File: src/rtl/axi_read_arbiter.sv
// axi_read_arbiter: shares one AXI read path among D/I uncached and line requesters,
// fixed priority with instruction starvation promotion and a write-back address guard.
module axi_read_arbiter #(
    parameter int STARVE_LIMIT = 4,
    parameter int LINE_BEATS   = 8
) (
    input  logic          clk,
    input  logic          rst,
    input  logic [3:0]    req_valid_i,
    input  logic [127:0]  req_addr_i,
    input  logic [3:0]    req_line_i,
    input  logic          wb_busy_i,
    input  logic [31:0]   wb_addr_i,
    output logic          axi_ren_o,
    output logic [31:0]   axi_raddr_o,
    output logic [3:0]    axi_rlen_o,
    output logic          axi_rready_o,
    input  logic [31:0]   rdata_i,
    input  logic          rdata_valid_i,
    output logic [3:0]    grant_o,
    output logic          beat_valid_o,
    output logic [31:0]   beat_data_o,
    output logic [2:0]    beat_idx_o,
    output logic [3:0]    done_o
);
    localparam int BW = $clog2(LINE_BEATS);
    localparam int SW = $clog2(STARVE_LIMIT + 1);
    localparam logic [3:0] RLEN = 4'(LINE_BEATS - 1);
    typedef enum logic {IDLE, BUSY} state_t;
    state_t          state;
    logic [1:0]      owner;
    logic [BW-1:0]   beat_cnt;
    logic [SW-1:0]   starve_cnt;
    logic [3:0]      blocked;
    logic [3:0]      elig;
    logic            inst_pend;
    logic            promote;
    logic [1:0]      win;
    logic [31:0]     addr;
    logic            line;
    logic            last;
    always_comb begin
        blocked = '0;
        for (int i = 0; i < 4; i++)
            blocked[i] = req_line_i[i] && wb_busy_i && req_addr_i[32*i+5 +: 27] == wb_addr_i[31:5];
        elig      = req_valid_i & ~blocked;
        inst_pend = |req_valid_i[3:2];
        promote   = starve_cnt == SW'(STARVE_LIMIT) && |elig[3:2];
        // promoted order is 2>3>0>1, normal order is 0>1>2>3
        win  = promote ? (elig[2] ? 2'd2 : elig[3] ? 2'd3 : elig[0] ? 2'd0 : 2'd1)
                       : (elig[0] ? 2'd0 : elig[1] ? 2'd1 : elig[2] ? 2'd2 : 2'd3);
        addr = req_addr_i[32*owner +: 32];
        line = req_line_i[owner];
        last = !line || beat_cnt == BW'(LINE_BEATS - 1);
    end
    assign axi_ren_o    = state == BUSY;
    assign axi_rready_o = axi_ren_o;
    assign axi_raddr_o  = !axi_ren_o ? 32'd0 : line ? {addr[31:BW+2], beat_cnt, 2'b00} : addr;
    assign axi_rlen_o   = axi_ren_o && line ? RLEN : 4'd0;
    always_ff @(posedge clk) begin
        if (rst) begin
            state        <= IDLE;
            owner        <= '0;
            beat_cnt     <= '0;
            starve_cnt   <= '0;
            grant_o      <= '0;
            beat_valid_o <= 1'b0;
            beat_data_o  <= '0;
            beat_idx_o   <= '0;
            done_o       <= '0;
        end else begin
            done_o       <= '0;
            beat_valid_o <= 1'b0;
            if (!inst_pend)
                starve_cnt <= '0;
            if (state == IDLE) begin
                if (|elig) begin
                    owner   <= win;
                    grant_o <= 4'b0001 << win;
                    state   <= BUSY;
                    if (win[1])
                        starve_cnt <= '0;
                    else if (inst_pend && starve_cnt != SW'(STARVE_LIMIT))
                        starve_cnt <= starve_cnt + 1'b1;
                end
            end else if (rdata_valid_i) begin
                beat_valid_o <= 1'b1;
                beat_data_o  <= rdata_i;
                beat_idx_o   <= 3'(beat_cnt);
                beat_cnt     <= last ? '0 : beat_cnt + 1'b1;
                if (last) begin
                    state   <= IDLE;
                    grant_o <= '0;
                    done_o  <= 4'b0001 << owner;
                end
            end
        end
    end
endmodule

File: config.mk
export PLATFORM = sky130hd
export DESIGN_NAME = axi_read_arbiter
export DESIGN_NICKNAME = d
export VERILOG_FILES = /design/src/rtl/axi_read_arbiter.sv
export SDC_FILE = /design/constraint.sdc
export NUM_CORES = 1
export LEC_CHECK = 0
export ABC_AREA = 1
export CORE_MARGIN = 5
export CORE_UTILIZATION = 40
export DETAILED_ROUTE_END_ITERATION = 7
export GPL_TIMING_DRIVEN = 0
export PLACE_DENSITY_LB_ADDON = 0.05
export SYNTH_ARGS = -nofsm -noshare
export SYNTH_HDL_FRONTEND = slang
export SYNTH_SLANG_ARGS = --single-unit
File: constraint.sdc
create_clock -name clk -period 1.7 [get_ports clk]
set_input_delay 0.255 -clock clk [delete_from_list [all_inputs] [get_ports clk]]
set_output_delay 0.255 -clock clk [all_outputs]
set_load 0.02 [all_outputs]
==> qor.txt <==
Violated checks = negative setup slack
TritonCTS clock tree = done
DR WL/cell = 17.7 µm
Worst-path maximum fanout = 7
Worst path cell trace = buf_6, inv_6, buf_12, nand2_2, a32o_2, nor2_4, nand2_2, o21ai_2, buf_6
Total GRT Usage = 0.318
Synth Flop Type = dfxtp_1
Post-synthesis async set-or-reset flop share = 0
Routability cong. = 0.984
Htree depth = 2
Most frequent cells after synthesis = 348 x nand2_1, 159 x nor2_1, 107 x inv_1
#FFs+latches synth = 53
Count leader, synth = nand2_1
EDFF count, synth = 0
Comb pwr share = 0.486
DR pass1 iterations = 5
Register share of total power = 0.297
Synthesized area = 0.00507 mm²
Syn Nets = 1203
Total CTS buffers = 5
Critical Path Slowest Stage Cell = dfxtp_2
Tcrit/Tclk final = 1.17
Syn Area/Cell = 5.10 µm²
Routed WL = 26.1 mm
Via-per-instance ratio = 5.18
First DRT Iteration DRCs = 716
Arrival @ worst endpoint = 1.74 ns
Hold Path Class = reg -> reg
Core box area = 0.0125 mm²
Hold_buf cts = 0
RSZ-0062 raised after global routing = true
Crit path capture type = primary output
First-pass GRT wire length = 36.6 mm
CP Launch Type = flip-flop
Initial antenna violation count = 8
Die Area = 0.0150 mm²
Slew @ Worst Pin = 0.657 ns
Setup ws final = -0.297 ns
Max Slew Vio Count = 0
Post-route ant nets = 0
Pin count of the biggest net entering global routing = 17
Syn Inst Count = 995
CP Class = reg -> out
DRC errors left = 0
Final setup viols = 45
Reg-to-reg slack, setup = -0.06 ns
Slew margin rel. = 0.562
Syn. warnings = 0
Post-synthesis sequential area ratio = 0.209
Via count = 7649
Global route overflow = 0
Clock share of power = 0.217
Root Buffer = clkbuf_16
Fmax = 501 MHz
Synth area leaders = nand2_1 26%, dfxtp_1 21%, nor2_1 12%
Final setup skew = 0.00268 ns
Initial Util = 0.405
Internal = 2.86 mW
Share of cells above drive strength 1 = 0.186
Max-cap violations = 0
Leak = 4.36 nW
Setup TNS = -9.20 ns
Net count, final = 1503
Max VDD drop = 0.445 mV
Leading area contributor after synthesis = nand2_1
# rows = 41
Fill count = 1208
Worst Hold Slack = 0.480 ns
Net Sw Frac = 0.376
Share of the synthesized area in the top cell type = 0.258
Hold Fails Final Rpt = 0
Worst-Skew Late Latency = 0.29 ns
Chip width = 123 µm
Worst path required time = 1.44 ns
Max incr delay on CP = 0.32 ns
Reg clk slew, reported paths = 0.07 ns
Distinct cell type count after synthesis = 28
Ports = 286
Post-DP HPWL = 20.2 mm
Number of buffers inserted by port buffering = 279
Sink Count = 53
Chip height = 123 µm
Pwr Density = 513 mW/mm²
Final critical delay including setup and external delays = 2.00 ns
Clk buf depth = 2
Status = finished with violations
Area delta synth->final = 76.7%
Psw = 1.73 mW
Number of global-route vias before repair = 6769
worst max-delay path, delay by kind of cell (launching register included):
family	cells	cell delay [ns]
AO/OA/AOI/OAI	2	0.34
buffers and inverters	4	0.45
flip-flops	1	0.32
AND/OR/NAND/NOR	3	0.34
path summary, 6_finish.rpt:
kind,end,cells after the start,from
max reg2reg,grant_o[1],9,owner[0]
min reg2reg,beat_data_o[30],2,beat_data_o[30]
max,axi_raddr_o[4],9,owner[0]
min,beat_data_o[30],2,beat_data_o[30]
flip-flops by register name, indices dropped and copies added, names as in the netlist:
name / cells
axi_ren_o: 1
beat_cnt: 3
beat_data_o: 32
beat_idx_o: 3
beat_valid_o: 1
done_o: 4
grant_o: 4
owner: 2
starve_cnt: 3
metal layers:
metal | up-vias | GRT usage | routed length [µm]
met5 | - | 0 | 7
met4 | 2 | 0.136 | 1190
met3 | 91 | 0.0848 | 3050
met2 | 458 | 0.500 | 11500
met1 | 3389 | 0.412 | 10300
li1 | 3709 | - | -
layout make-up:
cell class              count  area [µm²]  area share
clock buffers               5         125      0.0140
diodes                      8        20.0     0.00223
plain buffers              39         334      0.0373
clock inverters             3        17.5     0.00196
multi-input cells         766        3790       0.424
inverters                 137         524      0.0585
repair buffers            293        2860       0.319
well taps                 172         215      0.0240
flip-flops and latches     53        1070       0.119
cells by family (layout without fill, tap and decap cells):
| kind of cell | Yosys count | after routing | share of synthesized area |
|---|---|---|---|
| DFF | 53 | 53 | 0.209 |
| AOI/OAI and AO/OA | 215 | 215 | 0.219 |
| xor gates and xnor gates | 9 | 9 | 0.0155 |
| buffers and inverters | 177 | 477 | 0.135 |
| and+or+nand+nor | 536 | 537 | 0.411 |
| adders and majority gates | 4 | 4 | 0.00987 |
| other | 1 | 9 | 0.000740 |
through the flow:
stage | cells | power [mW] | setup slack, ns | util | cell area [µm²]
after floorplan | 995 | 2.31 | 0.0134 | - | 5110
after global placement | 1446 | 3.39 | -1.03 | 0.649 | 8120
after detailed placement | 1446 | 3.40 | -1.02 | 0.649 | 8120
after CTS | 1458 | 4.40 | -0.312 | 0.672 | 8420
after global routing | 1475 | 4.83 | -0.359 | 0.715 | 8950
final | 1476 | 4.59 | -0.297 | 0.716 | 8960
repair_timing:
item,4_1_cts,5_1_grt
gates resized for setup,383,138
pin swaps,56,47
cloned,1,4
endpoints found under the setup margin,52,53
setup buffers,3,7
placed cells by master, fill, tap and decap left out, types with 27 or more instances in the layout:
| cell type | instances |
|---|---|
| o21ai_1 | 36 |
| o21ai_0 | 62 |
| nand2_1 | 331 |
| dfxtp_1 | 50 |
| nor2_2 | 27 |
| inv_2 | 31 |
| a21oi_2 | 40 |
| buf_4 | 35 |
| inv_1 | 103 |
| dlygate4sd2_1 | 75 |
| clkdlybuf4s50_1 | 152 |
| a21oi_1 | 52 |
| nor2_1 | 129 |
power by group through the flow:
stage | clock [mW] | combinational [mW] | sequential, mW
after floorplan | 0 | 0.845 | 1.46
after global placement | 0 | 2.01 | 1.38
after detailed placement | 0 | 2.02 | 1.38
after CTS | 1.01 | 2.03 | 1.36
after global routing | 1.07 | 2.39 | 1.37
final | 0.999 | 2.23 | 1.36
Power figures use the tool's default switching activity.
